==> config.mk <==
export PLATFORM = sky130hd
export DESIGN_NAME = imem_loader_flat
export DESIGN_NICKNAME = d
export VERILOG_FILES = /design/src/rtl/imem_loader_if.sv /design/src/rtl/imem_loader.sv /design/src/flat_wrapper.sv
export SDC_FILE = /design/constraint.sdc
export NUM_CORES = 1
export LEC_CHECK = 0
export BUFFER_PORTS_ARGS = -buffer_cell sky130_fd_sc_hd__buf_2
export CORE_ASPECT_RATIO = 0.7
export CORE_MARGIN = 5
export CORE_UTILIZATION = 25
export CTS_CLUSTER_DIAMETER = 60
export DETAILED_ROUTE_END_ITERATION = 8
export PLACE_DENSITY_LB_ADDON = 0.25
export SETUP_SLACK_MARGIN = 0.2
export SLEW_MARGIN = 20
export SYNTH_ARGS = -nofsm -noshare
export SYNTH_HDL_FRONTEND = slang
export SYNTH_SLANG_ARGS = --single-unit
==> constraint.sdc <==
create_clock -name clk -period 2.3 [get_ports clk]
set_input_delay 0.345 -clock clk [delete_from_list [all_inputs] [get_ports clk]]
set_output_delay 0.345 -clock clk [all_outputs]
set_load 0.1 [all_outputs]
==> src/rtl/imem_loader_if.sv <==
`default_nettype none
// ============================================================================
// Module      : imem_loader_if
// Description : Byte-stream input and instruction-memory write port bundle
//               for the instruction memory loader.
//   in_valid   stream byte present on in_data
//   in_data    8-bit stream byte
//   in_ready   loader accepts byte (transfer when in_valid & in_ready)
//   mem_we     1-cycle word write strobe
//   mem_addr   4-aligned byte address of the written word
//   mem_wdata  little-endian 32-bit word
// Modports    : slave  = loader side, master = host / memory side
// Revision    : 1.0  initial release
// ============================================================================
interface imem_loader_if #(
  parameter int ADDR_W = 12
);
  logic              in_valid;
  logic [7:0]        in_data;
  logic              in_ready;
  logic              mem_we;
  logic [ADDR_W-1:0] mem_addr;
  logic [31:0]       mem_wdata;

  modport slave (
    input  in_valid, in_data,
    output in_ready, mem_we, mem_addr, mem_wdata
  );

  modport master (
    output in_valid, in_data,
    input  in_ready, mem_we, mem_addr, mem_wdata
  );
endinterface
`default_nettype wire

==> src/rtl/imem_loader.sv <==
`default_nettype none
// ============================================================================
// Module      : imem_loader
// Description : Receives a length-prefixed, XOR-checksummed program image
//               over a valid/ready byte stream, assembles little-endian
//               32-bit words and writes them to instruction memory at byte
//               addresses 0,4,8,...  Keeps the processor held in reset until
//               the image is complete and its checksum verified.
// Ports       :
//   clk        clock, rising edge
//   rst        synchronous active-high reset
//   start      1-cycle pulse, begins a load from IDLE / DONE / ERR
//   bus        imem_loader_if.slave (byte stream in, memory write port out)
//   cpu_hold   1 = processor held in reset
//   done       image loaded and checksum good (level)
//   error      load aborted on bad length or checksum (level)
// Revision    : 1.0  initial release
// ============================================================================
module imem_loader #(
  parameter int ADDR_W    = 12,
  parameter int MAX_WORDS = 1024
) (
  input  wire logic    clk,
  input  wire logic    rst,
  input  wire logic    start,
  imem_loader_if.slave bus,
  output logic         cpu_hold,
  output logic         done,
  output logic         error
);

  localparam logic [2:0] S_IDLE = 3'd0;
  localparam logic [2:0] S_LEN0 = 3'd1;
  localparam logic [2:0] S_LEN1 = 3'd2;
  localparam logic [2:0] S_DATA = 3'd3;
  localparam logic [2:0] S_CHK  = 3'd4;
  localparam logic [2:0] S_DONE = 3'd5;
  localparam logic [2:0] S_ERR  = 3'd6;

  localparam logic [15:0] MAX_LEN = 16'(MAX_WORDS);

  logic [2:0]        state;
  logic [2:0]        state_next;
  logic              in_ready;
  logic              xfer;
  logic [15:0]       len;
  logic [15:0]       len_full;
  logic [1:0]        byte_idx;
  logic [15:0]       word_idx;
  logic [23:0]       word_lo;
  logic [7:0]        chk;
  logic              last_word;
  logic              restart;
  logic              mem_we;
  logic [ADDR_W-1:0] mem_addr;
  logic [31:0]       mem_wdata;

  assign xfer      = bus.in_valid & in_ready;
  // Length as it will be once the high byte currently on the bus is latched.
  assign len_full  = {bus.in_data, len[7:0]};
  assign last_word = (word_idx + 16'd1) == len;
  assign restart   = start && (state == S_IDLE || state == S_DONE || state == S_ERR);

  // ---------------- state register ----------------
  always_ff @(posedge clk) begin
    if (rst) begin
      state <= S_IDLE;
    end else begin
      state <= state_next;
    end
  end

  // ---------------- next-state logic ----------------
  always_comb begin
    state_next = state;
    case (state)
      S_IDLE:  if (start) state_next = S_LEN0;
      S_LEN0:  if (xfer) state_next = S_LEN1;
      S_LEN1: begin
        if (xfer) begin
          if (len_full == 16'd0 || len_full > MAX_LEN) state_next = S_ERR;
          else                                         state_next = S_DATA;
        end
      end
      S_DATA:  if (xfer && byte_idx == 2'd3 && last_word) state_next = S_CHK;
      S_CHK:   if (xfer) state_next = (bus.in_data == chk) ? S_DONE : S_ERR;
      S_DONE:  if (start) state_next = S_LEN0;
      S_ERR:   if (start) state_next = S_LEN0;
      default: state_next = S_IDLE;
    endcase
  end

  // ---------------- output decode ----------------
  // Status is decoded from the state register, so it moves the cycle after
  // the deciding transfer.
  always_comb begin
    in_ready = 1'b0;
    done     = 1'b0;
    error    = 1'b0;
    cpu_hold = 1'b1;
    case (state)
      S_LEN0, S_LEN1, S_DATA, S_CHK: in_ready = 1'b1;
      S_DONE: begin
        done     = 1'b1;
        cpu_hold = 1'b0;
      end
      S_ERR:   error = 1'b1;
      default: in_ready = 1'b0;
    endcase
  end

  // ---------------- datapath ----------------
  always_ff @(posedge clk) begin
    if (rst) begin
      len       <= 16'd0;
      byte_idx  <= 2'd0;
      word_idx  <= 16'd0;
      word_lo   <= 24'd0;
      chk       <= 8'd0;
      mem_we    <= 1'b0;
      mem_addr  <= '0;
      mem_wdata <= 32'd0;
    end else begin
      mem_we <= 1'b0;
      if (restart) begin
        len      <= 16'd0;
        byte_idx <= 2'd0;
        word_idx <= 16'd0;
        word_lo  <= 24'd0;
        chk      <= 8'd0;
      end
      if (xfer) begin
        case (state)
          S_LEN0: len[7:0]  <= bus.in_data;
          S_LEN1: len[15:8] <= bus.in_data;
          S_DATA: begin
            chk      <= chk ^ bus.in_data;
            byte_idx <= byte_idx + 2'd1;
            case (byte_idx)
              2'd0:    word_lo[7:0]   <= bus.in_data;
              2'd1:    word_lo[15:8]  <= bus.in_data;
              2'd2:    word_lo[23:16] <= bus.in_data;
              default: begin
                // Fourth byte completes the word; it goes straight to the
                // write register rather than through word_lo.
                mem_we    <= 1'b1;
                mem_addr  <= {word_idx[ADDR_W-3:0], 2'b00};
                mem_wdata <= {bus.in_data, word_lo};
                word_idx  <= word_idx + 16'd1;
              end
            endcase
          end
          default: ;
        endcase
      end
    end
  end

  assign bus.in_ready  = in_ready;
  assign bus.mem_we    = mem_we;
  assign bus.mem_addr  = mem_addr;
  assign bus.mem_wdata = mem_wdata;

endmodule
`default_nettype wire
==> src/flat_wrapper.sv <==
// flat-port wrapper written by rule: the top's interface ports become plain ports
module imem_loader_flat 
#(
  parameter int ADDR_W    = 12,
  parameter int MAX_WORDS = 1024
)
  (clk, rst, start, cpu_hold, done, error, bus_in_valid, bus_in_data, bus_in_ready, bus_mem_we, bus_mem_addr, bus_mem_wdata);
  imem_loader_if #(.ADDR_W(ADDR_W)) bus_i ();
  input  wire logic clk;
  input  wire logic rst;
  input  wire logic start;
  output logic cpu_hold;
  output logic done;
  output logic error;
  input wire logic [$bits(bus_i.in_valid)-1:0] bus_in_valid;
  input wire logic [$bits(bus_i.in_data)-1:0] bus_in_data;
  output wire logic [$bits(bus_i.in_ready)-1:0] bus_in_ready;
  output wire logic [$bits(bus_i.mem_we)-1:0] bus_mem_we;
  output wire logic [$bits(bus_i.mem_addr)-1:0] bus_mem_addr;
  output wire logic [$bits(bus_i.mem_wdata)-1:0] bus_mem_wdata;
  assign bus_i.in_valid = bus_in_valid;
  assign bus_i.in_data = bus_in_data;
  assign bus_in_ready = bus_i.in_ready;
  assign bus_mem_we = bus_i.mem_we;
  assign bus_mem_addr = bus_i.mem_addr;
  assign bus_mem_wdata = bus_i.mem_wdata;
  imem_loader #(.ADDR_W(ADDR_W), .MAX_WORDS(MAX_WORDS)) u_core (.clk(clk), .rst(rst), .start(start), .bus(bus_i), .cpu_hold(cpu_hold), .done(done), .error(error));
endmodule
Word level (Yosys, flattened, before mapping)
Cells that the tools add are included.
- output and inout bits: 49
- input port bits: 12
- flip-flop bits (word level): 112
- bitwise logic cells: 5
- reduce and logical (&&, ||, !) cells: 15
- mux-type cells: 33
- $lt $le $gt $ge: 1
- equal/unequal tests: 16
- add/subtract/negate cells: 2
- operator list (cell ; number):
    2-to-1 mux 16 bit ; 6
    2-to-1 mux 24 bit ; 3
    2-to-1 mux 8 bit ; 8
    2-to-1 mux 3 bit ; 6
    adder 16 x 1 -> 16 bit, second input constant ; 1
    equality test 16 bit ; 1
    > comparator 16 x 11 -> 1 bit, second input constant ; 1
    logical NOT 16 bit ; 1
    case mux 3 bit (5 select lines) ; 1
    != test 2 x 1 -> 1 bit, second input constant ; 5
    equality test 3 bit, second input constant ; 3
    OR reduction 3 bit ; 3
    equality test 8 bit ; 1
    2-to-1 mux 2 bit ; 4
    XOR 8 bit ; 1
    equality test 3 x 2 -> 1 bit, second input constant ; 2
    2-to-1 mux 1 bit ; 5
    AND reduction 5 bit ; 1
    equality test 2 bit, second input constant ; 2
    OR reduction 4 bit ; 1
    equality test 3 x 1 -> 1 bit, second input constant ; 1
    logical AND 1 bit ; 3
    logical NOT 3 bit ; 1
    logical OR 1 bit ; 3
    6 further kinds ; 8

Logic depth before layout (Yosys ltp)
- depth after elaboration: 8
- gate-level depth with buffers: 9
- gate-level depth less buffers: 7

Worst setup path before layout
OpenSTA, ideal clock, no wires.
- path type: register -> register
- start point: register u_core.state[1]
- end point: register u_core.state[1]
- stages on the path, launching flop included: 7
- setup slack: -0.864 ns
- period minus slack after synthesis: 3.164 ns
- data required time: 2.163 ns
- arrival time: 3.027 ns
- setup time: 0.137 ns
- path through: dfxtp_1 > nor2_1 > xnor2_1 > nand4_1 > a2111o_1 > nor4_2 > a31oi_1
- cells in the longest elaborated chain, start to end: 8
- ends and longest elaborated chain (what ; line ; text):
    start, declared ; imem_loader.sv:42 ; logic [2:0] state;
    start signal, assigned ; imem_loader.sv:69 ; state <= state_next;
    equality test 3 bit (tied with other cells) ; imem_loader.sv:101 ; case (state)
    OR reduction 4 bit (*) ; imem_loader.sv:101 ;
    2-to-1 mux 1 bit (*) ; imem_loader.sv:101 ;
    via bus_in_ready ; flat_wrapper.sv:17 ; output wire logic [$bits(bus_i.in_ready)-1:0] bus_in_ready;
    bitwise AND 1 bit (*) ; imem_loader.sv:58 ; assign xfer = bus.in_valid & in_ready;
    logical AND 1 bit (2 in series) ; imem_loader.sv:85 ; S_DATA: if (xfer && byte_idx == 2'd3 && last_word) state_next = S_CHK;
    != test 2 x 1 -> 1 bit (no line) ; n/a ;
    AND reduction 5 bit (no line) (*) ; n/a ;
Mark *: on every way through the listed nets, which the timed path passes. The rest lies on a longest branch.
A chain may end at the register's enable or synchronous reset.

Worst setup path in the final report
- start point: register u_core.word_idx[0]
- end point: register u_core.state[1]
- cells in the longest elaborated chain, start to end: 5
- ends and longest elaborated chain (what ; line ; text):
    start, declared ; imem_loader.sv:49 ; logic [15:0] word_idx;
    start signal, assigned ; imem_loader.sv:149 ; word_idx <= word_idx + 16'd1;
    adder 16 x 1 -> 16 bit ; imem_loader.sv:61 ; assign last_word = (word_idx + 16'd1) == len;
    equality test 16 bit ; imem_loader.sv:61 ;
    logical AND 1 bit ; imem_loader.sv:85 ;
    != test 2 x 1 -> 1 bit (no line) ; n/a ;
    AND reduction 5 bit (no line) ; n/a ;
Every way passes these cells.

==> results.toml <==
[timing]
tightestPinTransition_ps = 751.0
min_period_ps = 2184
fmax_mhz = 457.9
period_share_pct = 94.94
layout_setup_ws_ps = 116.3
timing.slew.headroom_pct = 49.93
holdWs_ps = 358.8
rsz0062_at_grt = "yes"
fin_skew_ps = 12.39
setup_violations = 0
setup_tns_ps = 0
finalMaxSlewViolations = 0
hold_viol = 0

[global_route]
grt_max_degree = 64
gr-total-overflow = 0
grt_pass1_vias = 4513
antenna_found_initial = 0
grt_usage_pct = 12.85
grt_pass1_wl_um = 25560

[critical_path]
crit_family = "compound AO/OA/AOI/OAI gates"
crit-reg2reg-launch = "u_core.word_idx[0]$_SDFF_PP0_"
startpoint_type = "flop"
required_ps = 2520
path_cells = "ha_4 -> buf_6 -> buf_6 -> nand3_1 -> o21ai_1 -> nand4_1 -> a2111o_1 -> nor4_4 -> buf_4 -> a31oi_4"
critPathMaxStageDelay_ps = 360
crit_type = "flop to flop"
cp-startpoint = "u_core.word_idx[0]$_SDFF_PP0_"
path_common_cell = "buf_6"
cp.arrival_ps = 2400
cp_max_fo = 5
cp-end-kind = "flop"
worst-path-buf-inv = 3
cpMaxStageDelayCell = "dfxtp_2"

[detailed_routing]
wire_per_inst_um = 15.89
ant_nets = 0
vias_per_cell = 4.829
drt-total-wl_um = 16430
drt_pass1_iterations = 6
drtIter0Drc = 496
drc_errors = 0
vias = 4993

[pwr]
vdd_drop_max_uv = 412.5
leakage_nw = 2.403
design_power_total_mw = 5.055
power_density_mw_per_mm2 = 755.0

[cells_and_area]
syn_to_final_growth_pct = 26.23
nNetsFinal = 771
fillers = 2272
num_antenna_cells = 0
instances_no_fill = 1034
drive_gt1_share_pct = 24.67

[yosys]
synthMuxAreaShare_pct = 0.1887
yosysSeqAreaShare_pct = 42.27
synthArstFlopShare_pct = 0
netlist_area_mm2 = 0.005304
synthFlopType = "dfxtp_1"
avgSynthCellArea_um2 = 7.676
synth_compound_area_share_pct = 17.83
synth_fa_ha_area_share_pct = 1.415
ys_ff_latch = 112
synth_top_cell_by_area = "dfxtp_1"
synth.distinct_cells = 65
synth_area_leaders = "dfxtp_1, nand2_1, a21oi_1, nand3_1, clkbuf_1"
yosys.area_share.simple_pct = 28.19
synth.most_common_cell = "nand2_1"
synthTopCellsByCount = "nand2_1, dfxtp_1, a21oi_1, nand3_1, clkbuf_1"
synthCells = 691
synth_xor_xnor_area_share_pct = 4.459
yosys_warnings = 0
synth-edff-count = 0
synth_top_family_by_area = "simple AND/OR/NAND/NOR gates"
synth_top_area_share_pct = 42.27

[placement]
dp_cells = 1005
hpwl_um = 11260
port-buffer-count = 58
gp_congestion = 0.8625
place_ws_ps = -14.85

[cts]
insertion_delay_ps = 350
cts_tree = "built"
cts_buffers = 9
clock-root-buffer = "clkbuf_16"
clock-sinks = 112
clkTransAtPathRegs_ps = 80
clockBufferDepth = 2
htree_levels = 3

[floorplan]
die_y_um = 131.9
num_rows = 44
core_mm2 = 0.02081
start_util_pct = 25.49
boundaryPins = 61
die_w_um = 184.1
die_area_mm2 = 0.02428

[outcome]
status = "completed"

[flow_run]
cap_violations = 0

[min_path]
hp-class = "input port to flop"
min_from = "bus_in_data[5]"
power breakdown:
part	internal [mW]	switching, mW
Combinational	0.393	0.847
Sequential	2.00	0.0814
Clock	0.975	0.763
Total	3.36	1.69
metal layers:
layer  part of all wire [%]  vias to the layer above  track usage (%)  routed length, µm
met1                     53                     2342            21.23               8768
met4                   0.64                        0            1.888                105
li1                       -                     2499                -                  -
met5                      0                        -                0                  0
met3                    6.5                       11            2.565               1065
met2                     39                      141            17.05               6489
cells by family (layout without fill, tap and decap cells):
| group | after synthesis | after routing |
|---|---|---|
| AND/OR/NAND/NOR | 307 | 307 |
| buffers and inverters | 69 | 135 |
| XOR/XNOR | 27 | 27 |
| other | 1 | 2 |
| flip-flops | 112 | 112 |
| multiplexers | 1 | 1 |
| AO/OA/AOI/OAI | 168 | 168 |
| adder cells (fa/ha/maj) | 6 | 6 |
through the flow:
stage	utilization (%)	cell area [µm²]
finish	32.17	6695
CTS	31.27	6507
floorplan	-	5380
detailed placement	29.23	6082
global placement	29.23	6082
global route	32.17	6695
worst reg2reg max path, cell delays in order, from the launching register on:
cell and delay, ps:
dfxtp_2 360, ha_4 150, buf_6 110, buf_6 110
nand3_1 130, o21ai_1 230, nand4_1 110, a2111o_1 330
nor4_4 260, buf_4 190, a31oi_4 80
area by class of cell:
type / instances / area [µm²] / share of cell area, %
clock inverter: 6 / 97.59 / 1.458
tap: 276 / 345.3 / 5.158
sequential: 112 / 2263 / 33.81
multi-input combinational: 511 / 2982 / 44.53
timing repair buffer: 113 / 752.0 / 11.23
inverter: 6 / 26.28 / 0.3925
clock buffer: 10 / 229.0 / 3.420
flip-flops by register name (all words and copies together), names as in the netlist:
signal                cells
u_core.bus.mem_addr      10
u_core.bus.mem_wdata     32
u_core.bus.mem_we         1
u_core.byte_idx           2
u_core.chk                8
u_core.len               16
u_core.state              3
u_core.word_idx          16
u_core.word_lo           24
layout by cell type, fill, tap and decap left out, types with 3 or more instances in the layout:
master     count
or4_1          3
a21oi_1      110
nor4_1         3
nand4_1        6
clkbuf_16      9
nand3_1       52
xor2_1         6
a311oi_1       5
nand2b_1       3
o21ai_0       22
xnor2_1       18
ha_1           5
inv_1          5
nor2_1        29
nand2_1      147
or3_1          4
and3_1         5
buf_6          5
buf_2         56
buf_4         49
dfxtp_2       14
nand3b_1      11
and2_1         5
nor3_1         5
or2_2          4
dfxtp_1       97
repair_timing:
| action | in CTS | in global routing |
|---|---|---|
| hold buffers | 0 | 0 |
| setup buffers | 5 | 8 |
| resized for setup | 15 | 31 |
| pin swaps | 6 | 18 |
| endpoints found under the setup margin | 3 | 4 |
worst paths after layout:
path / endpoint / depth (start not counted) / slack (ps)
max: u_core.state[1]$_SDFFE_PP0P_ / 10 / 120
min: u_core.len[13]$_SDFF_PP0_ / 3 / 360
max reg2reg: u_core.state[1]$_SDFFE_PP0P_ / 10 / 120
min reg2reg: u_core.bus.mem_wdata[8]$_SDFFE_PP0P_ / 2 / 450
(Power assumes the default switching activity.)
